**src/rtl/pipe_stage_chain.sv**
```systemverilog
// Instruction/PC pipeline register chain with its own fetch PC generator.
// Latency: one cycle per stage; retire is combinational from the oldest stage's state.
// Stall freezes pc and stages 1..STALL_STAGE and injects a bubble above them; a branch flush squashes younger stages and overrides stall.
//
// Ports:
//   clock, reset          rising-edge clock, asynchronous active-high reset
//   fetch_ir / pc         instruction fetched at pc (combinational memory read) / fetch address
//   stall                 hazard stall request
//   branch_taken/_target  branch resolved in stage BR_STAGE and its target address
//   stage_ir/pc/valid     packed per-stage contents, stage i in slice i-1
//   retire                valid instruction leaves the oldest stage this cycle
//   stall_count/flush_count  saturating event counters
module pipe_stage_chain #(
  parameter int          IR_W        = 8,
  parameter int          PC_W        = 8,
  parameter int          STAGES      = 4,
  parameter int          STALL_STAGE = 2,
  parameter int          BR_STAGE    = 4,
  parameter int unsigned RESET_PC    = 0,
  parameter int unsigned NOP_IR      = 0
) (
  input  logic                     clock,
  input  logic                     reset,
  input  logic [IR_W-1:0]          fetch_ir,
  output logic [PC_W-1:0]          pc,
  input  logic                     stall,
  input  logic                     branch_taken,
  input  logic [PC_W-1:0]          branch_target,
  output logic [STAGES*IR_W-1:0]   stage_ir,
  output logic [STAGES*PC_W-1:0]   stage_pc,
  output logic [STAGES-1:0]        stage_valid,
  output logic                     retire,
  output logic [15:0]              stall_count,
  output logic [15:0]              flush_count
);

  localparam logic [PC_W-1:0] RST_PC = PC_W'(RESET_PC);
  localparam logic [IR_W-1:0] NOP    = IR_W'(NOP_IR);

  if (STAGES < 2 || STAGES > 8 || STALL_STAGE < 1 || STALL_STAGE >= BR_STAGE ||
      BR_STAGE > STAGES) begin : g_bad_params
    $error("pipe_stage_chain: illegal STAGES/STALL_STAGE/BR_STAGE combination");
  end

  logic flush;
  logic stl;

  // A taken branch only counts when the resolving stage holds a real instruction.
  assign flush = branch_taken & stage_valid[BR_STAGE-1];
  assign stl   = stall & ~flush;

  logic [STAGES-1:0][IR_W-1:0] ir_q;
  logic [STAGES-1:0][PC_W-1:0] spc_q;
  logic [STAGES-1:0]           vld_q;

  always_ff @(posedge clock or posedge reset) begin
    if (reset) begin
      pc <= RST_PC;
    end else if (flush) begin
      pc <= branch_target;
    end else if (!stl) begin
      pc <= pc + PC_W'(1);
    end
  end

  for (genvar k = 1; k <= STAGES; k++) begin : g_stage
    // Stages below the branch stage hold wrong-path instructions on a flush.
    // The branch stage itself takes its predecessor normally, which gives
    // BR_STAGE-1 bubbles of penalty.
    localparam bit BUBBLE_ON_FLUSH = (k < BR_STAGE);
    localparam bit HOLD_ON_STALL   = (k <= STALL_STAGE);
    localparam bit BUBBLE_ON_STALL = (k == STALL_STAGE + 1);

    logic [IR_W-1:0] src_ir;
    logic [PC_W-1:0] src_pc;
    logic            src_vld;
    logic [IR_W-1:0] ir_r;
    logic [PC_W-1:0] pc_r;
    logic            vld_r;

    if (k == 1) begin : g_head
      assign src_ir  = fetch_ir;
      assign src_pc  = pc;
      assign src_vld = 1'b1;
    end else begin : g_body
      assign src_ir  = ir_q[k-2];
      assign src_pc  = spc_q[k-2];
      assign src_vld = vld_q[k-2];
    end

    always_ff @(posedge clock or posedge reset) begin
      if (reset) begin
        ir_r  <= NOP;
        pc_r  <= '0;
        vld_r <= 1'b0;
      end else if ((flush && BUBBLE_ON_FLUSH) || (stl && BUBBLE_ON_STALL)) begin
        ir_r  <= NOP;
        pc_r  <= '0;
        vld_r <= 1'b0;
      end else if (!(stl && HOLD_ON_STALL)) begin
        ir_r  <= src_ir;
        pc_r  <= src_pc;
        vld_r <= src_vld;
      end
    end

    assign ir_q[k-1]  = ir_r;
    assign spc_q[k-1] = pc_r;
    assign vld_q[k-1] = vld_r;
  end

  always_ff @(posedge clock or posedge reset) begin
    if (reset) begin
      stall_count <= '0;
      flush_count <= '0;
    end else begin
      if (stl && stall_count != 16'hFFFF) begin
        stall_count <= stall_count + 16'd1;
      end
      if (flush && flush_count != 16'hFFFF) begin
        flush_count <= flush_count + 16'd1;
      end
    end
  end

  assign stage_ir    = ir_q;
  assign stage_pc    = spc_q;
  assign stage_valid = vld_q;
  // The oldest stage never holds, so its valid bit alone marks retirement.
  assign retire      = vld_q[STAGES-1];

endmodule

```
**config.mk**
```make
export PLATFORM = sky130hd
export DESIGN_NAME = pipe_stage_chain
export DESIGN_NICKNAME = d
export VERILOG_FILES = /design/src/rtl/pipe_stage_chain.sv
export SDC_FILE = /design/constraint.sdc
export NUM_CORES = 1
export LEC_CHECK = 0
export ABC_AREA = 0
export CAP_MARGIN = 5
export CORE_MARGIN = 4
export CORE_UTILIZATION = 43
export DETAILED_ROUTE_END_ITERATION = 10
export PLACE_DENSITY = 0.74
export SLEW_MARGIN = 40
export SYNTH_ARGS = -nofsm -noshare
export SYNTH_HDL_FRONTEND = slang
export SYNTH_SLANG_ARGS = --single-unit
```
**constraint.sdc**
```tcl
create_clock -name clock -period 3.2 [get_ports clock]
set_clock_uncertainty 0.15 [all_clocks]
set_input_delay 0.48 -clock clock [delete_from_list [all_inputs] [get_ports clock]]
set_output_delay 0.48 -clock clock [all_outputs]
set_load 0.02 [all_outputs]
```
==> Implementation_results.wiki, run 1 <==
{| class="wikitable"
! Metric !! Value
|-
| Status || complete, no violations
|-
| Core outline area || approximately 10000 sq um
|-
| Power per unit of standard cell area || ~730 nW/um^2
|-
| Number of post-CTS setup repair buffers || 0
|-
| Kind of capture point of the worst setup path || primary output
|-
| Total gr overflow || 0
|-
| Startpoint class of the critical path || flip-flop
|-
| Number of hold violations in the final report || 0
|-
| Die Outline Area || 12,030 sq um
|-
| Antenna Cells || 0
|-
| Count of TritonRoute iterations in the first routing pass || 4
|-
| Mux share of post-synthesis cell area || under 10%
|-
| Routed len/inst || 15.53 um
|-
| Post-detailed-route via-to-cell ratio || 4.930
|-
| Aggregate routed wire length || between 9000 and 10,000 um
|-
| Post-Synth Simple-Gate Area || between 10% and 20%
|-
| Slowest stage delay, CP || 0.66 ns
|-
| Register-to-register setup slack || 1.15 ns
|-
| Relative area change from synthesis to final layout || 35.73%
|-
| Worst Path Max Fanout || 6
|-
| CTS tree || built
|-
| Global-route wire length before repair || between 15,000 and 20,000 um
|-
| Post-DRT Antenna Nets || 0
|-
| Sum Neg Setup Slack || 0 ns
|-
| Proportion of register bits with asynchronous set or reset after synthesis || 100.0%
|-
| CTS clk-pin slew, worst paths || ~0.12 ns
|-
| Vias after detailed routing || 3,091
|-
| Most used DFF post-synth || sky130_fd_sc_hd__dfrtp_1
|-
| Final min period || about 2.1 ns
|-
| Number of buffers between clock root and the deepest sink || 2
|-
| Starting density of the core || 44.87%
|-
| Port Buf Inserts || 128
|-
| DRC violation total after the first TritonRoute iteration || 183
|-
| Worst Tran Pin Value || 0.5642 ns
|-
| Max-capacitance violation count || 0
|-
| Row count || 36
|-
| Crit path max-delay family || buffers and inverters
|-
| Distinct cell type count of the synthesized netlist || 43
|-
| Clock latency at the later pin of the worst-skew pair || 0.37 ns
|-
| Critical path required time || 2.57 ns
|-
| Fraction of final layout cells with drive strength greater than 1 || 8.097%
|-
| Worst min-delay path class || reg -> reg
|-
| VDD IR-drop max || 432.8 uV
|-
| Synthesized area per cell || 12.18 sq um
|-
| Final-layout worst hold slack || ~0.23 ns
|-
| Commonest non-fill, non-tap cells in the layout || 127 x sky130_fd_sc_hd__clkdlybuf4s50_1, 108 x sky130_fd_sc_hd__dfrtp_1, 40 x sky130_fd_sc_hd__nor2_1, 35 x sky130_fd_sc_hd__mux2i_1, 22 x sky130_fd_sc_hd__nand2_1
|-
| Count of buffer and inverter cells on the critical path || 1
|-
| Top Ports || 129
|-
| Final setup violation count || 0
|-
| Post-layout net count || roughly 510
|-
| Global router's overall resource usage || 16.48%
|-
| Post-route fraction of the period consumed by the critical path || 66.96%
|-
| Syn. warnings || 0
|-
| Post-DP HPWL || 6905 um
|-
| Register area share after synthesis || around 60%
|-
| Net count of the mapped netlist || 388
|-
| Max H-tree Level || 3
|-
| Clock tree root buffer cell || sky130_fd_sc_hd__clkbuf_8
|-
| Post-synth EDFFs || 0
|-
| Cell with the largest stage delay on the worst path || sky130_fd_sc_hd__clkdlybuf4s50_1
|-
| CTS Buf Count || 9
|-
| Final weighted congestion in routability-driven placement || 0.7926
|-
| Chip width || 109.7 um
|-
| Max-slew violation count || 0
|-
| Count of hold-fix buffers inserted at cts || 0
|-
| Synthesized-area fraction occupied by ao, oa, aoi and oai cells || ~3%
|-
| P_leak || 2.749 nW
|-
| Count of state elements after synthesis || 108
|-
| Vertical die dimension || 109.7 um
|-
| Sink Count || 108
|-
| Most common library cell in the layout ignoring fill and taps || sky130_fd_sc_hd__clkdlybuf4s50_1
|-
| Unrepaired setup endpoints after global routing || no
|-
| Post-Synthesis Cells || 365
|-
| Maximum number of pins on one net before global-route repair || ~110
|-
| DRC violation count after routing || 0
|-
| Relative slew slack || 62.39%
|-
| Class of the most critical setup path || reg -> out
|-
| Highest attainable clock frequency || 0.4667 GHz
|-
| Main combinational cell family by area after synthesis || simple AND/OR/NAND/NOR gates
|-
| Number of global-route vias before repair || 2,967
|-
| Antenna violations before repair || 0
|-
| Total of cells resized after clock tree synthesis || 0
|-
| Post-synthesis xor/xnor area fraction || 6.500%
|-
| Critical path data arrival time || ~1.5 ns
|-
| Cells along the critical path || clkdlybuf4s50_1
|-
| Synth Cell Area || 4447 sq um
|-
| Adder and majority gate portion of the synthesized area || 0.8441%
|}
-- kinds of logic after synthesis --
group / count (synthesis)
flops: 108
compound gates: 22
xor+xnor: 33
buf+inv: 24
mux: 39
simple gates: 136
fa+ha+maj: 3
-- area by class of cell --
cell class,instances,area [sq um]
sequential,108,2703
fill,839,3874
clock buffer,9,123.9
timing repair buffer,131,1311
tap,133,166.4
multi-input combinational,233,1627
inverter,6,26.28
clock inverter,7,78.83
-- per-layer routing --
metal  track usage (%)  share of wire [%]  vias up
met5                 0                  0        -
met4             5.343               0.87        0
met3             3.053                5.1        7
met2             24.54                 47       81
met1             24.40                 47     1522
li1                  -                  -     1481
-- power breakdown --
part           total (mW)  switching [mW]  leakage [nW]  internal (mW)
Clock               0.831           0.518         0.102          0.312
Sequential           2.01           0.330          1.40           1.68
Combinational        1.59           0.809          1.25          0.785
-- through the flow --
step	utilization [%]	std cells	total power, mW	area, sq um	setup WS [ns]
3_5_place_dp	58.84	611	3.644	5831	0.8188
5_1_grt	60.91	627	4.675	6036	0.9810
3_3_place_gp	58.84	611	3.607	5831	0.9303
2_1_floorplan	-	365	2.798	4451	1.226
4_1_cts	60.88	627	4.483	6033	1.025
6_report	60.91	627	4.431	6036	1.057
-- worst paths after layout --
check / start / to / cells past startpoint
setup / recovery: flush_count[10]$_DFFE_PP0P_ / flush_count[10] / 1
hold / removal: g_stage[3].pc_r[4]$_DFF_PP0_ / g_stage[4].pc_r[4]$_DFF_PP0_ / 0
setup reg to reg: flush_count[0]$_DFFE_PP0P_ / flush_count[1]$_DFFE_PP0P_ / 5
hold reg to reg: g_stage[3].pc_r[4]$_DFF_PP0_ / g_stage[4].pc_r[4]$_DFF_PP0_ / 0
max in group asynchronous: reset / stall_count[11]$_DFFE_PP0P_ / 3
min in group asynchronous: reset / g_stage[4].ir_r[0]$_DFF_PP0_ / 3
-- sequential cells by signal, indices dropped and copies added (netlist names) --
register / cells
g_stage.pc_r: 32
g_stage.ir_r: 32
stall_count: 16
retire: 1
g_stage.vld_r: 3
flush_count: 16
pc: 8
-- synthesized netlist by cell type, types with 7 or more instances --
library cell                n  area (sq um)
sky130_fd_sc_hd__nor3_1     7         35.03
sky130_fd_sc_hd__nor2_1    41         153.9
sky130_fd_sc_hd__nand3_1   10         50.05
sky130_fd_sc_hd__nand2_1   22         82.58
sky130_fd_sc_hd__dfrtp_1  108          2703
sky130_fd_sc_hd__xnor2_1   14         122.6
sky130_fd_sc_hd__mux2i_1   35         350.3
sky130_fd_sc_hd__xor2_1    19         166.4
sky130_fd_sc_hd__and2_1    21         131.4
sky130_fd_sc_hd__o21ai_0    9         45.04
sky130_fd_sc_hd__nand4_1   10         62.56
Power figures use the tool's default switching activity.
==> run 2: changes to the inputs <==
==> constraint.sdc (replaced) <==
create_clock -name clock -period 1.9 [get_ports clock]
set_clock_uncertainty 0.15 [all_clocks]
set_input_delay 0.285 -clock clock [delete_from_list [all_inputs] [get_ports clock]]
set_output_delay 0.285 -clock clock [all_outputs]
set_load 0.02 [all_outputs]
==> Implementation_results.wiki, run 2 (same netlist as run 1, synthesis figures left out) <==
{| class="wikitable"
! Metric !! Value
|-
| Logic gate share of total power || 37.0% (+1.0 points)
|-
| Final Instance Count excl. Fillers || 641 (+2.2%)
|-
| Kind of capture point of the worst setup path || primary output
|-
| Relative slew slack || 71.91% (+9.5 points)
|-
| Placed insts || 625 (+2.3%)
|-
| Cells on worst reg2reg path || 4 (-1)
|-
| Highest attainable clock frequency || 0.5448 GHz
|-
| Internal power || 4.685 mW (+69%)
|-
| Portion of total power attributed to sequential cells || 44.6% (-0.7 points)
|-
| Critical path data arrival time || 1.40 ns (-0.11 ns)
|-
| Core outline area || 9910 sq um (unchanged)
|-
| Total gr overflow || 0 (unchanged)
|-
| Post-layout net count || 526 (+2.7%)
|-
| Count of hold-fix buffers inserted at cts || 0 (unchanged)
|-
| Die Outline Area || 12,030 sq um (unchanged)
|-
| Top Ports || 129 (unchanged)
|-
| Class of the most critical setup path || reg -> out
|-
| Final critical-path setup slack || 0.06431 ns (-0.9928 ns)
|-
| Relative area change from synthesis to final layout || 39.67%
|-
| Worst min-delay path class || in -> reg
|-
| Total of fill cells in the finished design || 839 (unchanged)
|-
| Count of buffer and inverter cells on the critical path || 1 (unchanged)
|-
| Most common library cell in the layout ignoring fill and taps || sky130_fd_sc_hd__dfrtp_1
|-
| DRC violation count after routing || 0 (unchanged)
|-
| Commonest non-fill, non-tap cells in the layout || 106 x sky130_fd_sc_hd__dfrtp_1, 90 x sky130_fd_sc_hd__clkdlybuf4s50_1, 41 x sky130_fd_sc_hd__nor2_1, 35 x sky130_fd_sc_hd__mux2i_1, 22 x sky130_fd_sc_hd__nand2_1
|-
| Routed len/inst || 14.78 um (-4.8%)
|-
| Crit path max-delay family || buffers and inverters
|-
| Antenna violations before repair || 0 (unchanged)
|-
| Power per unit of standard cell area || 1197 nW/um^2 (+63%)
|-
| Max-slew violation count || 0 (unchanged)
|-
| Max-capacitance violation count || 0 (unchanged)
|-
| Slowest stage delay, CP || 0.63 ns (-0.03 ns)
|-
| Post-route fraction of the period consumed by the critical path || a little over nine tenths
|-
| Switching power as a share of total power || 37.01% (-0.41 points)
|-
| Antenna Cells || 0 (unchanged)
|-
| DRC violation total after the first TritonRoute iteration || 95 (-48%)
|-
| CTS tree || built
|-
| Number of hold violations in the final report || 0 (unchanged)
|-
| Final weighted congestion in routability-driven placement || 0.8084 (+2.0%)
|-
| Vias after detailed routing || 3,095 (+0.13%)
|-
| Number of buffers between clock root and the deepest sink || 2 (unchanged)
|-
| Largest registers || g_stage.ir_r (32), g_stage.pc_r (32)
|-
| Unrepaired setup endpoints after global routing || no
|-
| Post-DP HPWL || 6966 um (+0.88%)
|-
| P_leak || 3.154 nW (+15%)
|-
| Worst Path Max Fanout || 3 (-3)
|-
| Status || complete, no violations
|-
| Sw power || 2.752 mW (+66%)
|-
| Fraction of final layout cells with drive strength greater than 1 || 11.02% (+2.9 points)
|-
| Clock latency at the later pin of the worst-skew pair || 0.36 ns (about the same)
|-
| Clock power share || 18.4% (-0.3 points)
|-
| Clock tree root buffer cell || sky130_fd_sc_hd__clkbuf_8
|-
| Startpoint class of the critical path || flip-flop
|-
| Post-DRT Antenna Nets || 0 (unchanged)
|-
| Vertical die dimension || 109.7 um (unchanged)
|-
| Chip width || 109.7 um (unchanged)
|-
| Global router's overall resource usage || 16.55% (+0.065 points)
|-
| VDD IR-drop max || 588.2 uV (+36%)
|-
| Critical path required time || 1.46 ns (-1.11 ns)
|-
| Row count || 36 (unchanged)
|-
| Final min period || 1.836 ns
|-
| Aggregate routed wire length || 9474 um (-2.7%)
|-
| Max H-tree Level || 3 (unchanged)
|-
| Post-detailed-route via-to-cell ratio || 4.828 (-2.1%)
|-
| Cell with the largest stage delay on the worst path || sky130_fd_sc_hd__clkdlybuf4s50_1
|-
| Worst Tran Pin Value || 0.4176 ns (-0.1467 ns)
|-
| Number of cells traversed by the worst hold path || 3 (+3)
|-
| CTS clk-pin slew, worst paths || 0.10 ns (-0.02 ns)
|-
| CTS Buf Count || 9 (unchanged)
|-
| Port Buf Inserts || 128 (unchanged)
|-
| Final setup violation count || 0 (unchanged)
|-
| Count of TritonRoute iterations in the first routing pass || 5 (+1)
|-
| Sink Count || 108 (unchanged)
|-
| Global-route wire length before repair || 15,570 um (+1.1%)
|-
| Cells along the critical path || clkdlybuf4s50_1
|-
| Number of global-route vias before repair || 3,076 (+3.7%)
|-
| Worst setup timing slack at the placement stage || -0.03791 ns (-0.8567 ns)
|-
| Starting density of the core || 44.87% (unchanged)
|-
| Maximum number of pins on one net before global-route repair || 63 (-42%)
|-
| Number of cells on the critical path || 1 (unchanged)
|}
[run 2: cell types whose count changed in the layout (fill, tap and decap cells not counted), sizes merged]
| cell | before | now |
|---|---|---|
| clkinv | 3 | 0 |
| clkdlybuf4s50 | 127 | 90 |
| dlygate4sd2 | 0 | 18 |
| buf | 4 | 18 |
| dlymetal6s2s | 0 | 19 |
| inv | 9 | 12 |
[run 2: tightest hold or removal path, delay by kind of cell]
kind	cells	cell delay, ns
AOI/OAI and AO/OA	1	0.07
buffers and inverters	1	0.15
and+or+nand+nor	1	0.18
[run 2: final timing paths]
kind / slack (ns) / from / to
worst max-delay path: 0.06 / pc[5]$_DFFE_PP0P_ / pc[5]
worst min-delay path: 0.21 / stall / g_stage[1].pc_r[5]$_DFFE_PP0P_
worst max register to register: 0.13 / flush_count[4]$_DFFE_PP0P_ / flush_count[8]$_DFFE_PP0P_
worst min register to register: 0.24 / g_stage[3].pc_r[5]$_DFF_PP0_ / g_stage[4].pc_r[5]$_DFF_PP0_
max in group asynchronous: 1.06 / reset / flush_count[1]$_DFFE_PP0P_
min in group asynchronous: 0.22 / reset / g_stage[3].pc_r[6]$_DFF_PP0_
[run 2: final cells by class]
cell class	instances	area, sq um	area share [%]
Inverter	6	26.28	0.4230
Clock inverter	7	71.32	1.148
Timing Repair Buffer	145	1491	24.01
Sequential cell	108	2705	43.55
Tap cell	133	166.4	2.679
Multi-Input combinational cell	233	1627	26.19
Clock buffer	9	123.9	1.994
[run 2: metrics by stage]
step	utilization (%)	hold slack (ns)	TNS [ns]	total power [mW]	area [sq um]
2_1_floorplan	-	0.2048	0	4.721	4456
3_3_place_gp	60.45	0.2113	-0.01756	6.196	5991
3_5_place_dp	60.45	0.2163	-0.09257	6.253	5991
4_1_cts	62.20	0.2006	0	7.588	6163
5_1_grt	62.68	0.2274	0	7.908	6211
6_report	62.68	0.2130	0	7.437	6211
[run 2: power groups by stage]
stage / Combinational (mW) / Sequential, mW / Clock, mW
2_1_floorplan: 0.783 / 3.94 / 0
3_3_place_gp: 2.83 / 3.37 / 0
3_5_place_dp: 2.87 / 3.39 / 0
4_1_cts: 2.81 / 3.34 / 1.43
5_1_grt: 2.96 / 3.43 / 1.52
6_report: 2.75 / 3.32 / 1.37
[run 2: layer usage]
layer | up-vias | part of all wire (%) | track usage [%] | routed length (um)
met3 | 8 | 4.6 | 3.112 | 438
met5 | - | 0 | 0 | 0
met1 | 1489 | 48 | 24.55 | 4516
met2 | 82 | 47 | 24.54 | 4418
met4 | 0 | 1.1 | 5.343 | 100
li1 | 1516 | - | - | -
[run 2: what timing repair did]
item                       in CTS  in global routing
buffers inserted                0                  0
setup endpoints to repair      18                 19
resized for setup              18                 19
pin swaps                       0                  0
